$ cat src/rtl/ring_pkg.sv
// rtl/ring_pkg.sv - shared state encoding and default widths for ring counter consumers
package ring_pkg;
  typedef enum logic [1:0] {
    IDLE   = 2'd0,
    TRACK  = 2'd1,
    RESYNC = 2'd2,
    FAULT  = 2'd3
  } state_t;

  localparam int RING_W = 4;
  localparam int REV_W  = 8;
endpackage

$ cat src/rtl/onehot_enc.sv
// rtl/onehot_enc.sv - combinational one-hot to binary encoder with a legality flag
module onehot_enc #(
  parameter int W = 4
) (
  input  logic [W-1:0]         vec,
  output logic [$clog2(W)-1:0] idx,
  output logic                 is_onehot
);
  localparam int PW = $clog2(W);

  // Non-one-hot inputs yield the highest set bit; callers gate on is_onehot.
  always_comb begin
    idx = '0;
    for (int i = 0; i < W; i++) begin
      if (vec[i]) idx = PW'(i);
    end
  end

  assign is_onehot = (vec != '0) && ((vec & (vec - W'(1))) == '0);
endmodule

$ cat src/rtl/ring_monitor.sv
// rtl/ring_monitor.sv - checks a one-hot ring counter for legality and single-step rotation
module ring_monitor
  import ring_pkg::*;
#(
  parameter int W   = RING_W,
  parameter int CW  = REV_W,
  parameter int DIR = 0
) (
  input  logic                 clk,
  input  logic                 clr_n,
  input  logic [W-1:0]         count,
  input  logic                 load,
  output logic [$clog2(W)-1:0] pos,
  output logic                 valid,
  output logic                 onehot_err,
  output logic                 seq_err,
  output logic                 fault,
  output logic                 rev_tick,
  output logic [CW-1:0]        rev_count
);
  localparam int PW = $clog2(W);

  state_t         state;
  logic [W-1:0]   prev;
  logic [W-1:0]   exp_next;
  logic           wrap;
  logic [PW-1:0]  idx;
  logic           oh;

  onehot_enc #(.W(W)) u_enc (
    .vec       (count),
    .idx       (idx),
    .is_onehot (oh)
  );

  // Wrap means the hot bit leaves the end position and re-enters at the start.
  generate
    if (DIR == 0) begin : g_down
      assign exp_next = {prev[0], prev[W-1:1]};
      assign wrap     = prev[0] && count[W-1];
    end else begin : g_up
      assign exp_next = {prev[W-2:0], prev[W-1]};
      assign wrap     = prev[W-1] && count[0];
    end
  endgenerate

  always_ff @(posedge clk or negedge clr_n) begin
    if (!clr_n) begin
      state      <= IDLE;
      prev       <= '0;
      pos        <= '0;
      valid      <= 1'b0;
      onehot_err <= 1'b0;
      seq_err    <= 1'b0;
      fault      <= 1'b0;
      rev_tick   <= 1'b0;
      rev_count  <= '0;
    end else begin
      onehot_err <= 1'b0;
      seq_err    <= 1'b0;
      rev_tick   <= 1'b0;
      case (state)
        IDLE: begin
          if (oh) begin
            state <= TRACK;
            valid <= 1'b1;
            prev  <= count;
            pos   <= idx;
          end else if (count != '0) begin
            state      <= FAULT;
            fault      <= 1'b1;
            onehot_err <= 1'b1;
          end
        end
        TRACK: begin
          if (load) begin
            state <= RESYNC;
            valid <= 1'b0;
          end else if (count == '0) begin
            state <= IDLE;
            valid <= 1'b0;
          end else if (!oh) begin
            state      <= FAULT;
            valid      <= 1'b0;
            fault      <= 1'b1;
            onehot_err <= 1'b1;
          end else if (count != exp_next) begin
            state   <= FAULT;
            valid   <= 1'b0;
            fault   <= 1'b1;
            seq_err <= 1'b1;
          end else begin
            prev <= count;
            pos  <= idx;
            if (wrap) begin
              rev_tick  <= 1'b1;
              rev_count <= rev_count + CW'(1);
            end
          end
        end
        RESYNC: begin
          if (!load) begin
            if (oh) begin
              state <= TRACK;
              valid <= 1'b1;
              prev  <= count;
              pos   <= idx;
            end else if (count == '0) begin
              state <= IDLE;
            end else begin
              state      <= FAULT;
              fault      <= 1'b1;
              onehot_err <= 1'b1;
            end
          end
        end
        FAULT: begin
          if (load) begin
            state <= RESYNC;
            fault <= 1'b0;
          end else if (count == '0) begin
            state <= IDLE;
            fault <= 1'b0;
          end
        end
        default: state <= IDLE;
      endcase
    end
  end
endmodule

$ cat config.mk
export PLATFORM = sky130hd
export DESIGN_NAME = ring_monitor
export DESIGN_NICKNAME = d
export VERILOG_FILES = /design/src/rtl/ring_pkg.sv /design/src/rtl/onehot_enc.sv /design/src/rtl/ring_monitor.sv
export SDC_FILE = /design/constraint.sdc
export NUM_CORES = 1
export LEC_CHECK = 0
export BUFFER_PORTS_ARGS = -buffer_cell sky130_fd_sc_hd__buf_2
export CAP_MARGIN = 20
export CORE_MARGIN = 2
export CORE_UTILIZATION = 45
export DETAILED_ROUTE_END_ITERATION = 10
export PLACE_DENSITY_LB_ADDON = 0.08
export SYNTH_ARGS = -nofsm -noshare
export SYNTH_HDL_FRONTEND = slang
export SYNTH_SLANG_ARGS = --single-unit
$ cat constraint.sdc
create_clock -name clk -period 1.8 [get_ports clk]
set_input_delay 0.27 -clock clk [delete_from_list [all_inputs] [get_ports clk]]
set_output_delay 0.27 -clock clk [all_outputs]
set_load 0.02 [all_outputs]
== Word level (Yosys, flattened, before mapping) ==
Cells that the tools add are included.

* Logic and storage cells: 112
* Output and inout bits: 15
* Register bits: 21

* Equality and inequality tests: 17
* Add/subtract/negate cells: 2
* Bitwise logic cells: 4
* Reduce and logical (&&, ||, !) cells: 12
* Multiplexer cells: 68

{| class="wikitable"
|+ Operators with widths
! cell !! number
|-
| 2-bit two-way mux || 19
|-
| 1-bit two-way mux || 37
|-
| 4-bit two-way mux || 6
|-
| 2-bit inequality test, second input constant || 9
|-
| 4-bit one-hot mux with 3 select lines || 1
|-
| 6-bit AND reduction || 2
|-
| 3-bit inequality test, second input constant || 3
|-
| 9-bit AND reduction || 1
|-
| 8-bit by 1-bit adder with 8-bit output, second input constant || 1
|-
| 4-bit logical NOT || 2
|-
| 2-bit one-hot mux with 4 select lines || 1
|-
| 1-bit one-hot mux with 3 select lines || 2
|-
| 2-bit one-hot mux with 3 select lines || 1
|-
| 5-bit inequality test, second input constant || 1
|-
| 4-bit bitwise AND || 1
|-
| 2-bit == test, second input constant || 2
|-
| 4-bit inequality test || 1
|-
| 1-bit one-hot mux with 4 select lines || 1
|-
| 4-bit AND reduction || 1
|-
| 4-bit nonzero test || 1
|-
| 4-bit by 1-bit subtractor with 4-bit output, second input constant || 1
|-
| 1-bit NOT || 3
|-
| 3-bit AND reduction || 1
|-
| 3-bit nonzero test || 1
|-
| 3 further kinds || 4
|}

== Depth between registers and ports, before layout ==
* Word-level depth: 8
* Mapped depth: 6
* Mapped depth without buffers: 5

== Hierarchy ==
From an unflattened synthesis, not the netlist that was laid out.

* Cells, all modules: 98
* Area total of the unflattened synthesis: 1074.8 sq um

{| class="wikitable"
|+ Modules (own cells, without submodules)
! module !! instances !! area an instance (sq um) !! cells each
|-
| ring_monitor || 1 || 1019.7 || 91
|-
| onehot_enc || 1 || 55.1 || 7
|}

== Worst setup path before layout ==
OpenSTA, ideal clock, no wires.

* Path type: reg-to-reg
* Start point: register prev[0]
* End point: register prev[0]
* Required time: 1.675 ns
* Stages on the path, launching flop included: 6
* Arrival time: 1.762 ns
* Setup slack: -0.086 ns
* Cells stage by stage: dfrtp_1 ha_1 nor4_4 a21oi_2 nor2_4 mux2_2

* Longest elaborated chain between the ends: 3

{| class="wikitable"
|+ RTL lines
! element !! line !! text
|-
| start: declaration || ring_monitor.sv:24 || <nowiki>logic [W-1:0] prev;</nowiki>
|-
| start signal: assignment || ring_monitor.sv:67 || <nowiki>prev <= count;</nowiki>
|-
| start signal: assignment || ring_monitor.sv:93 || <nowiki>prev <= count;</nowiki>
|-
| start signal: assignment || ring_monitor.sv:106 || <nowiki>prev <= count;</nowiki>
|-
| 4-bit inequality test / 4-bit two-way mux (equally long branches) || -- ||
|-
| 2-bit inequality test (no source line) / 4-bit two-way mux (equally long branches) || -- ||
|-
| 6-bit AND reduction (no source line) / 4-bit one-hot mux with 3 select lines (equally long branches) || -- ||
|}

Several ways; a longest one is shown, not always the timed one. The select of a mux whose other input is x is not followed.
A chain may end at the register's enable or synchronous reset.

== Final worst setup path ==
* Start point: register prev[1]
* End point: register prev[1]

The elaborated chain is that of the path after synthesis.

==> impl_metrics.py <==
metrics = {
    "power_and_ir_drop": {
        "switching_share": 0.326,
        "p_comb_frac": 0.277,
        "p_sw_uw": 368,
        "p_int_uw": 759,
        "ir_drop_uv": 623,
        "p_total_mw": 1.13,
        "clkPwrFrac": 0.210,
        "p_per_area_nw_per_um2": 843,
        "power.leakage_nw": 0.642,
        "p_seq_frac": 0.513,
    },
    "worst_setup_path": {
        "start_kind": "flip-flop",
        "end_kind": "flip-flop",
        "crit_chain": "xor2_2 -> nor4_4 -> a21oi_2 -> nor2_4 -> mux2_2",
        "critPathKind": "reg -> reg",
        "crit_family": "simple AND/OR/NAND/NOR gates",
        "crit_path_top_delay_cell": "dfrtp_1",
        "critical_path_buf_inv_count": 0,
        "required_ns": 2.00,
        "crit_path_max_fanout": 6,
        "cp_slowest_stage_delay_ns": 0.42,
        "arrival_ns": 1.89,
    },
    "synth": {
        "post_synth_xor_area_fraction": 0.0880,
        "postSynthAreaPerCell_um2": 10.9,
        "syn_nets": 109,
        "synth_top_area_cell": "dfrtp_1",
        "seq_area_frac_synth": 0.480,
        "yosysTopAreaCellShare": 0.480,
        "netlist_top_cells_area": "dfrtp_1, mux2_2, xor2_1, xnor2_1, nor2_1",
        "synth.area.mux_share": 0.0514,
        "ys_ff_latch": 21,
        "synth_warnings": 0,
        "ys_types": 37,
        "synth_top_family_by_area": "simple AND/OR/NAND/NOR gates",
        "synth_fa_ha_area_frac": 0.0229,
        "synth_simple_gate_area_frac": 0.222,
        "synth_compound_area_frac": 0.106,
        "syn_inst": 100,
        "syn_area_um2": 1090,
    },
    "floorplanning": {
        "core_area_um2": 2250,
        "die_w_um": 53.3,
        "rows": 17,
        "die_height_um": 53.3,
        "start_util": 0.486,
        "top_level_ports": 22,
        "die_area_um2": 2840,
    },
    "route": {
        "wire_per_inst_um": 13.4,
        "dr.pass1.iters": 4,
        "drcViolationCount": 0,
        "ant_nets": 0,
        "dr_total_vias": 854,
        "via_per_inst": 5.41,
        "drt_wl_total_um": 2120,
        "initialDrtViolationCount": 15,
    },
    "grt": {
        "grt_pass1_vias": 782,
        "grt_pass1_wl_um": 3570,
        "grt_usage": 0.173,
        "antenna_found_initial": 0,
        "met3_usage": 0.0339,
        "overflow": 0,
        "gr-max-usage-layer": "met2",
        "grt_max_degree": 22,
        "use_met1": 0.250,
        "groute.layer.met2.usage": 0.259,
    },
    "layout": {
        "nNetsFinal": 140,
        "n_fill_cell": 215,
        "diodes": 0,
        "final_layout_size_suffix_gt1_frac": 0.369,
        "seqCellArea_um2": 526,
        "fin_area_um2": 1340,
        "layout_common_cells": "dfrtp_1, buf_2, nor2_1",
        "multi_input_area_um2": 562,
        "areaGrowthSynthToFinish_pct": 22.1,
    },
    "sta": {
        "hold_viol_final": 0,
        "fmax_ghz": 0.592,
        "worstMarginPinSlew_ns": 0.588,
        "rsz0062_at_grt": "no",
        "finalSetupViolCount": 0,
        "relSlewSlack": 0.607,
        "finalCritPeriodShare": 0.939,
        "fin_crit_ns": 1.69,
        "finalClockSkew_ns": 0.00828,
        "drv_slew": 0,
    },
    "clock_network": {
        "numCtsBuffers": 3,
        "cts-root-buf": "clkbuf_4",
        "path_clk_slew_ns": 0.12,
        "insertion_delay_ns": 0.31,
        "tritoncts": "done",
        "clkSinkCount": 21,
        "h-tree-depth": 1,
        "clock_path_buffers": 2,
    },
    "worst_hold_path": {
        "hold_path.class": "in -> reg",
    },
    "placed_design": {
        "dpl_cell_area_um2": 1270,
        "port_buffers": 21,
        "gp_congestion": 0.777,
        "dp_hpwl_um": 1550,
    },
    "run_status": {
        "outcome": "finished clean",
    },
    "job": {
        "max_cap_violations": 0,
    },
}
## per-layer routing
layer / wire (µm) / vias to the layer above / share of wire
met4: 22 / 0 / 0.010
met3: 100 / 4 / 0.047
met2: 962 / 18 / 0.45
met1: 1040 / 417 / 0.49
met5: 0 / - / 0
li1: - / 415 / -
## flip-flops by register name, indices dropped and copies added (netlist names)
register,flops
prev,4
onehot_err,1
fault,1
state,2
valid,1
rev_count,8
pos,2
seq_err,1
rev_tick,1
## path summary, 6_finish.rpt
kind	from	endpoint	slack, ns	cells after the start
worst min register to register	rev_count[7]	rev_count[7]	0.48	1
min in group asynchronous	clr_n	state[0]	0.43	2
worst max register to register	prev[1]	prev[1]	0.11	5
max in group asynchronous	clr_n	prev[1]	1.04	2
worst min-delay path	count[2]	prev[2]	0.28	2
worst max-delay path	prev[1]	prev[1]	0.11	5
## per-stage QoR
| stage | hold WS, ns | worst slack [ns] | utilization | std cells | setup TNS, ns |
|---|---|---|---|---|---|
| after floorplan | -0.0256 | -0.0210 | - | 100 | -0.0841 |
| after global placement | 0.251 | 0.0273 | 0.563 | 152 | 0 |
| after detailed placement | 0.260 | -0.0177 | 0.563 | 152 | -0.0177 |
| after CTS | 0.281 | 0.0675 | 0.580 | 157 | 0 |
| after global routing | 0.302 | 0.0140 | 0.593 | 158 | 0 |
| final | 0.283 | 0.110 | 0.593 | 158 | 0 |
## cells in the mapped netlist
cell type,instances
dfrtp_1,21
nor2_1,9
nand2_1,7
xor2_1,6
mux2_2,5
xnor2_1,5
a21oi_1,4
nand3_1,3
nand4_1,3
and2_1,2
buf_2,2
ha_1,2
inv_1,2
nor2b_1,2
nor4b_1,2
o21ai_0,2
o22a_1,2
or3_1,2
a211o_1,1
a211oi_1,1
a211oi_2,1
a21oi_2,1
a31oi_1,1
a32o_1,1
and3_1,1
and4_1,1
buf_6,1
clkbuf_1,1
nand2b_1,1
nand4_2,1
nor2_4,1
nor3_1,1
nor3_4,1
nor4_1,1
nor4_4,1
o21a_1,1
o31ai_1,1
## logic make-up after synthesis
| kind of cell | after synthesis |
|---|---|
| AOI/OAI and AO/OA | 16 |
| xor gates and xnor gates | 11 |
| adders and majority gates | 2 |
| buffers and inverters | 6 |
| DFF | 21 |
| muxes | 5 |
| and+or+nand+nor | 39 |
## power groups by stage
| stage | Combinational, mW | Clock (mW) | Sequential (mW) |
|---|---|---|---|
| 2_1_floorplan | 0.170 | 0 | 0.615 |
| 3_3_place_gp | 0.288 | 0 | 0.583 |
| 3_5_place_dp | 0.293 | 0 | 0.586 |
| 4_1_cts | 0.296 | 0.243 | 0.576 |
| 5_1_grt | 0.346 | 0.259 | 0.588 |
| 6_report | 0.312 | 0.236 | 0.578 |
## final cells by class
cell class,count,share of cell area
Sequential cell,21,0.393
Tap cell,28,0.0262
Clock buffer,3,0.0169
Multi-Input combinational cell,73,0.420
Inverter,2,0.00562
Timing Repair Buffer,30,0.134
Clock inverter,1,0.00375
## what timing repair did
item,in CTS,in global routing
setup buffers,0,1
endpoints found under the setup margin,0,6
resized for setup,0,4
endpoints found under the hold margin,21,0
hold buffers,1,0
Power figures use the tool's default switching activity.
